File: src/rtl/pipe_stage_reg.sv
// rtl/pipe_stage_reg.sv - valid/ready pipeline stage register with flush and bubble counter
// Define PIPE_SKID_EN for a 2-entry skid buffer that registers in_ready.
module pipe_stage_reg #(
  parameter int                LANE_W    = 32,
  parameter int                LANES     = 3,
  parameter logic [LANE_W-1:0] NOP_VALUE = '0,
  parameter int                CNT_W     = 16
) (
  input  logic                     clk,
  input  logic                     reset,
  input  logic                     flush,
  input  logic                     in_valid,
  output logic                     in_ready,
  input  logic [LANE_W*LANES-1:0]  in_data,
  output logic                     out_valid,
  input  logic                     out_ready,
  output logic [LANE_W*LANES-1:0]  out_data,
  output logic [CNT_W-1:0]         bubble_cnt
);

  localparam int DATA_W = LANE_W * LANES;
  localparam logic [DATA_W-1:0] NOP_DATA = {LANES{NOP_VALUE}};

  logic              main_valid;
  logic [DATA_W-1:0] main_data;
  logic              accept;
  logic              consume;

  assign accept    = in_valid & in_ready;
  assign consume   = main_valid & out_ready;
  assign out_valid = main_valid;
  // An empty slot never exposes stale payload.
  assign out_data  = main_valid ? main_data : NOP_DATA;

`ifdef PIPE_SKID_EN
  logic              skid_valid;
  logic [DATA_W-1:0] skid_data;

  assign in_ready = !skid_valid;

  always_ff @(posedge clk) begin
    if (reset || flush) begin
      main_valid <= 1'b0;
      main_data  <= NOP_DATA;
      skid_valid <= 1'b0;
      skid_data  <= NOP_DATA;
    end else if (!main_valid) begin
      if (accept) begin
        main_valid <= 1'b1;
        main_data  <= in_data;
      end
    end else if (consume) begin
      // Skid drains first so beats leave in arrival order.
      if (skid_valid) begin
        main_data  <= skid_data;
        skid_valid <= 1'b0;
        skid_data  <= NOP_DATA;
      end else if (accept) begin
        main_data  <= in_data;
      end else begin
        main_valid <= 1'b0;
        main_data  <= NOP_DATA;
      end
    end else if (accept) begin
      skid_valid <= 1'b1;
      skid_data  <= in_data;
    end
  end
`else
  assign in_ready = !main_valid | out_ready;

  always_ff @(posedge clk) begin
    if (reset || flush) begin
      main_valid <= 1'b0;
      main_data  <= NOP_DATA;
    end else if (accept) begin
      main_valid <= 1'b1;
      main_data  <= in_data;
    end else if (consume) begin
      main_valid <= 1'b0;
      main_data  <= NOP_DATA;
    end
  end
`endif

  always_ff @(posedge clk) begin
    if (reset) begin
      bubble_cnt <= '0;
    end else if (!main_valid && (bubble_cnt != {CNT_W{1'b1}})) begin
      bubble_cnt <= bubble_cnt + CNT_W'(1);
    end
  end

endmodule

File: config.mk
export PLATFORM = sky130hd
export DESIGN_NAME = pipe_stage_reg
export DESIGN_NICKNAME = d
export VERILOG_FILES = /design/src/rtl/pipe_stage_reg.sv
export SDC_FILE = /design/constraint.sdc
export NUM_CORES = 1
export LEC_CHECK = 0
export BUFFER_PORTS_ARGS = -buffer_cell sky130_fd_sc_hd__clkbuf_2
export CAP_MARGIN = 20
export CORE_MARGIN = 2
export CORE_UTILIZATION = 50
export CTS_CLUSTER_DIAMETER = 30
export DETAILED_ROUTE_END_ITERATION = 12
export PLACE_DENSITY = 0.88
export RECOVER_POWER = 100
export SLEW_MARGIN = 20
export SYNTH_ARGS = -nofsm -noshare
export SYNTH_HDL_FRONTEND = slang
export SYNTH_SLANG_ARGS = --single-unit
File: constraint.sdc
create_clock -name clk -period 5.1 [get_ports clk]
set_clock_uncertainty 0.15 [all_clocks]
set_input_delay 0.51 -clock clk [delete_from_list [all_inputs] [get_ports clk]]
set_output_delay 0.51 -clock clk [all_outputs]
set_load 0.02 [all_outputs]
### Yosys cells after proc, flatten, opt, wreduce, memory -nomap -nowiden

Cells that the tools add are included.

* memories: 0
* logic and storage cells: 17
* register bits: 113
* bits in read-only memories: 0
* bits in latches: 0
* RAM bits: 0
* input bits: 101
* output and inout port bits: 114

* add/subtract/negate cells: 1
* multiplexer cells: 5
* multipliers: 0
* shift operators: 0
* reduce and logical (&&, ||, !) cells: 4
* eq/ne operators: 1
* bitwise logic cells: 3
* divide/modulo/power cells: 0
* order comparisons: 0

Operators by type and width (count)
* 96-bit two-way mux: 3
* 16-bit by 1-bit adder with 16-bit output, second input constant: 1
* 16-bit inequality test, second input constant: 1
* 1-bit AND: 2
* 1-bit two-way mux: 2
* 2-bit nonzero test: 1
* 1-bit logical AND: 1
* 1-bit logical NOT: 1
* 1-bit logical OR: 1
* 1-bit OR: 1

### Longest topological paths before layout

Gate-level depths: netlist of run 1.

* depth after elaboration: 4
* depth in mapped cells: 7
* gate-level depth less buffers: 5

### Least setup slack after synthesis of run 1

No wires, ideal clock.

* path type: reg-to-output
* start: register main_valid, in the netlist out_valid
* end: output port out_data[70]
* cell stages (with the launch flop): 5
* arrival time: 1.487 ns
* path slack: 2.953 ns
* path through: dfxtp_1 -> clkbuf_1 -> clkbuf_1 -> clkbuf_1 -> and2_1

* word-level cells in the longest chain between the ends: 1

Ends and longest elaborated chain
* from (decl): line 24 `logic main_valid;`
* from (signal assigned): line 74 `main_valid <= 1'b0;`
* from (signal assigned): line 77 `main_valid <= 1'b1;`
* from (signal assigned): line 80 `main_valid <= 1'b0;`
* 96-bit two-way mux: line 33 `assign out_data = main_valid ? main_data : NOP_DATA;`
* to (decl): line 17 `output logic [LANE_W*LANES-1:0] out_data,`

Every way passes these cells.

### Final worst setup path of run 1

* start: register main_valid, in the netlist out_valid
* end: output port out_data[56]

The elaborated chain is that of the path after synthesis.

==> flow_metrics.env, run 1 <==
export IMPL_rr_startpoint="out_valid"
export IMPL_violations="capacitance limit, slew limit"
export IMPL_final_util=0.680
export IMPL_cts_setup_buffers=0
export IMPL_p_int_mw=1.65
export IMPL_clkPwrFrac=0.488
export IMPL_power_frac_comb=0.080
export IMPL_synth_top_area_frac=0.487
export IMPL_syn_area_um2=4650
export IMPL_vias_per_cell=5.47
export IMPL_max_stage_delay_ps=1570
export IMPL_powerDensity_nw_per_um2=347
export IMPL_fp_dieW_um=100
export IMPL_cts_tree="done"
export IMPL_area_growth_pct=33.4
export IMPL_fin_crit_ps=3780
export IMPL_yosys_area_share_simple=0.278
export IMPL_final_cell_mix="158 x clkbuf_2, 113 x dfxtp_1, 102 x nor2_1"
export IMPL_arrival_ps=3120
export IMPL_placed_area_um2=5730
export IMPL_clock_sinks=113
export IMPL_critical_path_slowest_cell="dfxtp_1"
export IMPL_synth_cell_types=33
export IMPL_muxShareOfSynthArea=0.00942
export IMPL_multi_input_area_um2=2210
export IMPL_ir_worst_vdd_mv=0.212
export IMPL_die_area_um2=10100
export IMPL_yosysSeqAreaShare=0.487
export IMPL_cts_path_max_buffers=2
export IMPL_globalRouteTotalUtil=0.244
export IMPL_synth_largest_area_cell="dfxtp_1"
export IMPL_synth_area_leaders="dfxtp_1 49%, a22oi_1 16%, and2_1 13%"
export IMPL_clk_pin_slew_ps=60
export IMPL_crit_family="flip-flops"
export IMPL_finalInstanceArea_um2=6200
export IMPL_synth_top_family_by_area="simple AND/OR/NAND/NOR gates"
export IMPL_finalSetupViolations=0
export IMPL_postCtsHoldBufs=0
export IMPL_power_switching_uw=504
export IMPL_initial_utilization=0.510
export IMPL_hold_viol_final=0
export IMPL_cp_buffers_inverters=2
export IMPL_status="complete, but fails checks"
export IMPL_routedWlPerCell_um=15.0
export IMPL_synth_xor_area_frac=0.00188
export IMPL_pwr_share_seq=0.432
export IMPL_dp_hpwl_mm=8.58
export IMPL_dieHeight_um=100
export IMPL_cts_max_level=4
export IMPL_worstSetupStartpoint="out_valid"
export IMPL_dp_cells=816
export IMPL_worstMarginPinSlew_ps=3080
export IMPL_gp_congestion=0.819
export IMPL_required_ps=4440
export IMPL_cts_buffers=17
export IMPL_grt_max_degree=74
export IMPL_p_leak_nw=2.59
export IMPL_slew_limit_headroom=-1.05
export IMPL_grt_pass1_vias=4260
export IMPL_final_nets=826
export IMPL_nFillCells=756
export IMPL_cp_cell_sequence="buf_4, and2_1, clkbuf_1"
export IMPL_cap_violations=2
export IMPL_clock_latency_ps=500
export IMPL_antenna_found_initial=0
export IMPL_finalSetupTns_ps=0
export IMPL_drt_total_wl_mm=12.7
export IMPL_finalNonFillerCells=847
export IMPL_yosysWarnings=0
export IMPL_grt_overflow_total=0
export IMPL_layout_commonest_cell="clkbuf_2"
export IMPL_critPathMaxFanout=66
export IMPL_synth_seq_cells=113
export IMPL_synth_compound_area_frac=0.181
export IMPL_antennaDiodeCount=0
export IMPL_rsz0062_at_grt="no"
export IMPL_grt_pass1_wl_mm=19.7
export IMPL_vias=4636
export IMPL_drive_gt1_frac=0.270
export IMPL_ctsResizeCount=0
export IMPL_start_kind="register"
export IMPL_synthesis_instances=532
export IMPL_slew_viol_final=125
export IMPL_power_share_switching=0.234
export IMPL_cp_end_kind="primary output"
export IMPL_drc_errors=0
export IMPL_fin_crit_sh=0.741
export IMPL_crit_type="reg2out"
export IMPL_core_um2=9110
export IMPL_io_pins=215
export IMPL_syn_nets=634
export IMPL_root_buffer="clkbuf_8"
export IMPL_detail_route_antenna_nets=0
export IMPL_hp_class="in2reg"
export IMPL_synth_adder_area_share=0.00269
export IMPL_seqCellArea_um2=2260
export IMPL_drt_iter0_markers=279
export IMPL_dr_pass1_iters=7
export IMPL_fmax_ghz=0.264
export IMPL_hp_start="in_data[84]"
export IMPL_rows=35
export IMPL_syn_avg_cell_area_um2=8.73
export IMPL_numPortBuffers=214
export IMPL_power_mw=2.15
==> power groups by stage <==
stage,clock (mW),sequential [mW],combinational [mW]
floorplan,0,0.942,0.108
CTS,1.06,0.930,0.173
global route,1.11,0.934,0.189
detailed placement,0,0.948,0.172
finish,1.05,0.931,0.172
global placement,0,0.946,0.166
==> state kept, by name, summed over array words and instances, names as in the netlist <==
| register | count |
|---|---|
| main_data | 96 |
| bubble_cnt | 16 |
| out_valid | 1 |
==> routing by layer <==
layer  routed length [um]  track usage
met5                    0            0
met4                  350        0.106
met3                  772       0.0634
met2                 6470        0.421
met1                 5110        0.286
==> final timing paths <==
| kind | end | slack (ps) | cells after the start |
|---|---|---|---|
| setup / recovery | out_data[56] | 1320 | 3 |
| hold / removal | main_data[84] | 100 | 3 |
| setup reg to reg | main_data[22] | 1360 | 4 |
| hold reg to reg | main_data[35] | 340 | 2 |
==> tightest hold or removal path, stage by stage <==
cell,delay [ps]
clkbuf_2,80
a22oi_1,60
nor2_1,70
==> cell type report <==
type / instances / share of cell area
inverter: 5 / 0.00303
tap: 111 / 0.0224
clock inverter: 10 / 0.0141
clock buffer: 21 / 0.0725
multi-input combinational: 369 / 0.357
sequential: 113 / 0.365
timing repair buffer: 218 / 0.166
==> synth_stat cells, drive strengths merged <==
| master | instances |
|---|---|
| a21oi | 12 |
| a22oi | 96 |
| and2 | 97 |
| and3b | 2 |
| and4 | 1 |
| and4b | 1 |
| buf | 6 |
| clkbuf | 39 |
| dfxtp | 113 |
| ha | 1 |
| inv | 5 |
| mux2 | 3 |
| mux2i | 1 |
| nand2 | 6 |
| nand2b | 1 |
| nand3 | 3 |
| nand4 | 6 |
| nand4b | 1 |
| nor2 | 102 |
| nor2b | 3 |
| nor3 | 7 |
| nor4 | 4 |
| o2111ai | 1 |
| o21ai | 7 |
| o31ai | 2 |
| or2 | 1 |
| or3 | 6 |
| or3b | 1 |
| or4 | 3 |
| xnor2 | 1 |
==> metrics by stage <==
step	hold slack, ps	setup WS [ps]
after floorplan	307	2950
after global placement	320	2270
after detailed placement	329	2100
after CTS	92.4	2080
after global routing	93.6	949
final	104	1320
==> kinds of logic after synthesis <==
family                     Yosys count
AOI/OAI and AO/OA                  118
muxes                                4
buffers and inverters               50
DFF                                113
and+or+nand+nor                    245
adders and majority gates            1
xor gates and xnor gates             1
No activity file was read; power rests on OpenSTA's default activity.
==> run 2: changes to the inputs <==
--- a/config.mk
+++ b/config.mk
@@ -5,13 +5,14 @@
 export SDC_FILE = /design/constraint.sdc
 export NUM_CORES = 1
 export LEC_CHECK = 0
+export ABC_AREA = 1
 export BUFFER_PORTS_ARGS = -buffer_cell sky130_fd_sc_hd__clkbuf_2
 export CAP_MARGIN = 20
 export CORE_MARGIN = 2
-export CORE_UTILIZATION = 50
+export CORE_UTILIZATION = 44
 export CTS_CLUSTER_DIAMETER = 30
 export DETAILED_ROUTE_END_ITERATION = 12
-export PLACE_DENSITY = 0.88
+export PLACE_DENSITY = 0.8
 export RECOVER_POWER = 100
 export SLEW_MARGIN = 20
 export SYNTH_ARGS = -nofsm -noshare
==> constraint.sdc (replaced) <==
create_clock -name clk -period 3.4 [get_ports clk]
set_clock_uncertainty 0.15 [all_clocks]
set_input_delay 0.34 -clock clk [delete_from_list [all_inputs] [get_ports clk]]
set_output_delay 0.34 -clock clk [all_outputs]
set_load 0.02 [all_outputs]
==> flow_metrics.env, run 2 <==
export IMPL_syn_nets=896
export IMPL_ys_top_cells_by_count="207 x nand3_1, 136 x nand2_1, 113 x dfxtp_1"
export IMPL_finalSetupTns_ps=0
export IMPL_finalNonFillerCells=1125
export IMPL_clk_pin_slew_ps=60
export IMPL_power_share_switching=0.224
export IMPL_start_kind="register"
export IMPL_rows=40
export IMPL_grt_overflow_total=0
export IMPL_grt_pass1_wl_mm=24.0
export IMPL_syn_area_um2=5320
export IMPL_cts_path_max_buffers=2
export IMPL_fmax_ghz=0.356
export IMPL_multi_input_area_um2=2340
export IMPL_synth_largest_area_cell="dfxtp_1"
export IMPL_p_int_mw=2.78
export IMPL_clkPwrFrac=0.534
export IMPL_antennaDiodeCount=0
export IMPL_fin_crit_sh=0.827
export IMPL_dp_hpwl_mm=9.60
export IMPL_slew_viol_final=0
export IMPL_syn_avg_cell_area_um2=6.70
export IMPL_final_nets=1067
export IMPL_synth_edf_count=0
export IMPL_slew_limit_headroom=0.194
export IMPL_rsz0062_at_grt="no"
export IMPL_finalSetupViolations=0
export IMPL_gp_congestion=0.883
export IMPL_clock_sinks=113
export IMPL_powerDensity_nw_per_um2=526
export IMPL_final_cell_mix="207 x nand3_1, 136 x nand2_1, 116 x clkbuf_1"
export IMPL_synth_cell_types=20
export IMPL_p_leak_nw=3.37
export IMPL_yosys_most_used_dff="dfxtp_1"
export IMPL_globalRouteTotalUtil=0.227
export IMPL_synth_seq_cells=113
export IMPL_cp_end_kind="register"
export IMPL_power_mw=3.58
export IMPL_synth_area_leaders="dfxtp_1 43%, nand3_1 19%, a21oi_1 10%"
export IMPL_pwr_share_seq=0.388
export IMPL_seqCellArea_um2=2270
export IMPL_vias=5783
export IMPL_synthesis_instances=794
export IMPL_cts_setup_buffers=0
export IMPL_die_area_um2=13000
export IMPL_status="finished clean"
export IMPL_core_um2=11900
export IMPL_crit_type="reg2reg"
export IMPL_critPathMaxFanout=62
export IMPL_max_flop_register="main_data"
export IMPL_vias_per_cell=5.14
export IMPL_cts_max_level=4
export IMPL_holdWs_ps=38.7
export IMPL_grt_pass1_vias=5253
export IMPL_fp_dieW_um=114
export IMPL_initial_utilization=0.447
export IMPL_cap_violations=0
export IMPL_antenna_found_initial=0
export IMPL_drc_errors=0
export IMPL_drt_total_wl_mm=15.0
export IMPL_required_ps=3560
export IMPL_root_buffer="clkbuf_16"
export IMPL_power_switching_uw=802
export IMPL_layout_commonest_cell="nand3_1"
export IMPL_dieHeight_um=114
export IMPL_fin_crit_ps=2810
export IMPL_grt_max_degree=98
export IMPL_power_frac_comb=0.078
export IMPL_clock_latency_ps=400
export IMPL_drive_gt1_frac=0.143
export IMPL_hold_viol_final=0
export IMPL_yosysSeqAreaShare=0.425
export IMPL_postCtsHoldBufs=0
export IMPL_yosysWarnings=0
export IMPL_hp_class="in2reg"
export IMPL_routedWlPerCell_um=13.4
export IMPL_area_growth_pct=28.2
export IMPL_dp_cells=1093
export IMPL_reg2reg_slack_ps=590
export IMPL_arrival_ps=2980
export IMPL_nFillCells=1226
export IMPL_largest_reg_flops=96
export IMPL_io_pins=215
export IMPL_detail_route_antenna_nets=0
export IMPL_ir_worst_vdd_mv=0.226
export IMPL_worstMarginPinSlew_ps=1210
export IMPL_ctsResizeCount=0
export IMPL_synth_most_common_cell="nand3_1"
export IMPL_synthArstFlopShare=0
export IMPL_cts_buffers=17
export IMPL_dr_pass1_iters=5
export IMPL_drt_iter0_markers=519
export IMPL_cts_tree="done"
export IMPL_synth_top_area_frac=0.425
export IMPL_numPortBuffers=214
run 2: cell types whose count changed after synthesis, moves of 5 or more:
cell,previous run,this run
buf_2,1,20
nor3_1,7,1
nand3_1,3,207
o21ai_0,7,2
buf_6,0,5
nand2_1,6,136
and2_1,97,0
inv_1,5,106
a22oi_1,96,0
nor2_1,102,45
a21oi_1,12,109
clkbuf_1,39,26
or3_1,6,0
buf_1,5,15
run 2: logic make-up after synthesis:
group           after synthesis  share of synthesized area
compound gates              111                      0.104
fa+ha+maj                     1                    0.00235
buf+inv                     174                      0.135
flops                       113                      0.425
simple gates                395                      0.333
run 2: final timing paths:
path	start	end	cells after the start
min	in_data[19]	main_data[19]	3
max	out_valid	main_data[75]	6
min reg2reg	main_data[22]	main_data[22]	2
max reg2reg	out_valid	main_data[75]	6
run 2: critical path, stage by stage, from the launching register on:
cell and delay, ps:
dfxtp_4 510, inv_2 80, or2_4 390, nand2_1 940, buf_12 340, nand3_1 110, a21oi_1 140
run 2: per-stage QoR:
stage | instance area (um2) | setup slack, ps | util
6_report | 6820 | 588 | 0.572
5_1_grt | 6820 | 401 | 0.572
4_1_cts | 6970 | 832 | 0.585
3_5_place_dp | 6340 | 1220 | 0.532
3_3_place_gp | 6340 | 1230 | 0.532
2_1_floorplan | 5320 | 1560 | -
run 2: power by group through the flow:
stage               sequential (mW)  combinational (mW)  clock, mW
finish                         1.39               0.278       1.91
global route                   1.40               0.309       2.02
CTS                            1.39               0.283       1.95
detailed placement             1.42               0.281          0
global placement               1.42               0.281          0
floorplan                      1.42               0.180          0
run 2: layout make-up:
type / instances / area share
multi-input combinational: 507 / 0.343
sequential: 113 / 0.332
timing repair buffer: 219 / 0.146
clock buffer: 21 / 0.0661
inverter: 107 / 0.0589
clock inverter: 11 / 0.0272
tap: 147 / 0.0270
run 2: routing by layer:
metal / GRT usage / share of wire / wire length (um)
met2: 0.362 / 0.47 / 7090
met3: 0.0526 / 0.066 / 998
met1: 0.294 / 0.44 / 6680
met4: 0.0976 / 0.018 / 271
met5: 0 / 0 / 0
==> run 3: changes to the inputs <==
--- a/config.mk
+++ b/config.mk
@@ -9,10 +9,10 @@
 export BUFFER_PORTS_ARGS = -buffer_cell sky130_fd_sc_hd__clkbuf_2
 export CAP_MARGIN = 20
 export CORE_MARGIN = 2
-export CORE_UTILIZATION = 44
+export CORE_UTILIZATION = 49
 export CTS_CLUSTER_DIAMETER = 30
 export DETAILED_ROUTE_END_ITERATION = 12
-export PLACE_DENSITY = 0.8
+export PLACE_DENSITY = 0.84
 export RECOVER_POWER = 100
 export SLEW_MARGIN = 20
 export SYNTH_ARGS = -nofsm -noshare
==> constraint.sdc (replaced) <==
create_clock -name clk -period 2.6 [get_ports clk]
set_clock_uncertainty 0.15 [all_clocks]
set_input_delay 0.26 -clock clk [delete_from_list [all_inputs] [get_ports clk]]
set_output_delay 0.26 -clock clk [all_outputs]
set_load 0.02 [all_outputs]
==> flow_metrics.env, run 3 (same netlist as run 2, synthesis figures left out) <==
export IMPL_dp_hpwl_mm=9.70
export IMPL_rsz0062_at_grt="no"
export IMPL_root_buffer="clkbuf_8"
export IMPL_drive_gt1_frac=0.140
export IMPL_p_int_mw=3.48
export IMPL_fmax_ghz=0.435
export IMPL_area_growth_pct=47.2
export IMPL_arrival_ps=2560
export IMPL_cp_cell_sequence="inv_1, or2_4, nand2_2, buf_4, nand3_1, a21oi_1"
export IMPL_nFillCells=894
export IMPL_start_kind="register"
export IMPL_core_um2=10700
export IMPL_cp_end_kind="register"
export IMPL_vias=6548
export IMPL_finalNonFillerCells=1222
export IMPL_final_cell_mix="207 x nand3_1, 135 x nand2_1, 113 x clkbuf_1"
export IMPL_fin_crit_ps=2300
export IMPL_cts_path_max_buffers=2
export IMPL_routedWlPerCell_um=14.9
export IMPL_cap_violations=0
export IMPL_ir_worst_vdd_mv=0.338
export IMPL_cts_setup_buffers=0
export IMPL_power_share_switching=0.250
export IMPL_hp_class="in2reg"
export IMPL_critical_path_slowest_cell="nand2_2"
export IMPL_pwr_share_seq=0.392
export IMPL_die_area_um2=11700
export IMPL_worstMarginPinSlew_ps=717
export IMPL_drt_total_wl_mm=18.2
export IMPL_io_pins=215
export IMPL_power_switching_mw=1.16
export IMPL_placed_area_um2=6410
export IMPL_pre_cts_ws_ps=678
export IMPL_hold_viol_final=0
export IMPL_finalWorstSetupSlack_ps=303
export IMPL_finalSetupViolations=0
export IMPL_ctsResizeCount=0
export IMPL_rows=38
export IMPL_drt_iter0_markers=547
export IMPL_status="finished clean"
export IMPL_antenna_found_initial=0
export IMPL_dp_cells=1094
export IMPL_cts_max_level=4
export IMPL_clkPwrFrac=0.499
export IMPL_globalRouteTotalUtil=0.299
export IMPL_finalInstanceArea_um2=7830
export IMPL_largest_reg_flops=96
export IMPL_detail_route_antenna_nets=0
export IMPL_grt_overflow_total=0
export IMPL_dr_pass1_iters=7
export IMPL_dieHeight_um=108
export IMPL_slew_viol_final=0
export IMPL_crit_type="reg2reg"
export IMPL_gp_congestion=0.891
export IMPL_power_frac_comb=0.110
export IMPL_final_nets=1171
export IMPL_numPortBuffers=214
export IMPL_vias_per_cell=5.36
export IMPL_initial_utilization=0.497
export IMPL_p_leak_nw=3.81
export IMPL_max_stage_delay_ps=540
export IMPL_multi_input_area_um2=2340
export IMPL_critPathMaxFanout=35
export IMPL_powerDensity_nw_per_um2=593
export IMPL_grt_pass1_wl_mm=28.1
export IMPL_antennaDiodeCount=0
export IMPL_power_mw=4.65
export IMPL_slew_limit_headroom=0.520
export IMPL_fin_crit_sh=0.883
export IMPL_fp_dieW_um=108
export IMPL_clk_pin_slew_ps=60
export IMPL_cts_tree="done"
export IMPL_seqCellArea_um2=2270
export IMPL_grt_max_degree=99
export IMPL_cts_buffers=17
export IMPL_clock_latency_ps=500
export IMPL_max_flop_register="main_data"
export IMPL_finalSetupTns_ps=0
export IMPL_drc_errors=0
export IMPL_layout_commonest_cell="nand3_1"
export IMPL_grt_pass1_vias=6061
export IMPL_required_ps=2860
export IMPL_clock_sinks=113
run 3: changes by cell type in the layout (fill, tap and decap cells not counted), sizes merged:
cell,before,now
dlygate4sd3,0,96
buf,6,14
inv,107,111
bufinv,5,2
clkbuf,234,232
clkinvlp,2,3
run 3: repair_timing:
action,in CTS,in global routing
hold buffers,96,0
endpoints found under the setup margin,0,0
hold endpoints to repair,96,0
run 3: layout make-up:
type | instances | share of cell area
multi-input cells | 507 | 0.299
flip-flops and latches | 113 | 0.289
repair buffers | 323 | 0.261
clock buffers | 19 | 0.0578
inverters | 107 | 0.0513
well taps | 140 | 0.0224
clock inverters | 13 | 0.0190
run 3: metrics by stage:
step           hold WS, ps   util
3_5_place_dp           322  0.600
5_1_grt               70.5  0.732
6_report              82.1  0.732
4_1_cts               49.4  0.746
2_1_floorplan          275      -
3_3_place_gp           315  0.600
run 3: critical path: cells and delay by family (launching register included):
kind,cells,cell delay (ps)
simple gates,3,910
flops,1,500
buf+inv,2,430
compound gates,1,210
run 3: path summary, 6_finish.rpt:
check                       end  cells past startpoint     startpoint  slack (ps)
setup / recovery  main_data[19]                      6      out_valid         300
hold / removal    main_data[86]                      3       in_valid          80
setup reg to reg  main_data[19]                      6      out_valid         300
hold reg to reg   main_data[83]                      2  main_data[83]         330
run 3: routing by layer:
metal | global-route usage | routed length (um) | vias to the layer above
met1 | 0.352 | 7210 | 3007
met5 | 0 | 0 | -
met2 | 0.515 | 9020 | 374
met4 | 0.132 | 499 | 0
met3 | 0.0723 | 1470 | 52
li1 | - | - | 3115
run 3: power groups by stage:
stage	Combinational [mW]	Sequential, mW	Clock, mW
2_1_floorplan	0.235	1.85	0
3_3_place_gp	0.376	1.85	0
3_5_place_dp	0.380	1.85	0
4_1_cts	0.495	1.82	2.35
5_1_grt	0.548	1.83	2.44
6_report	0.509	1.82	2.32
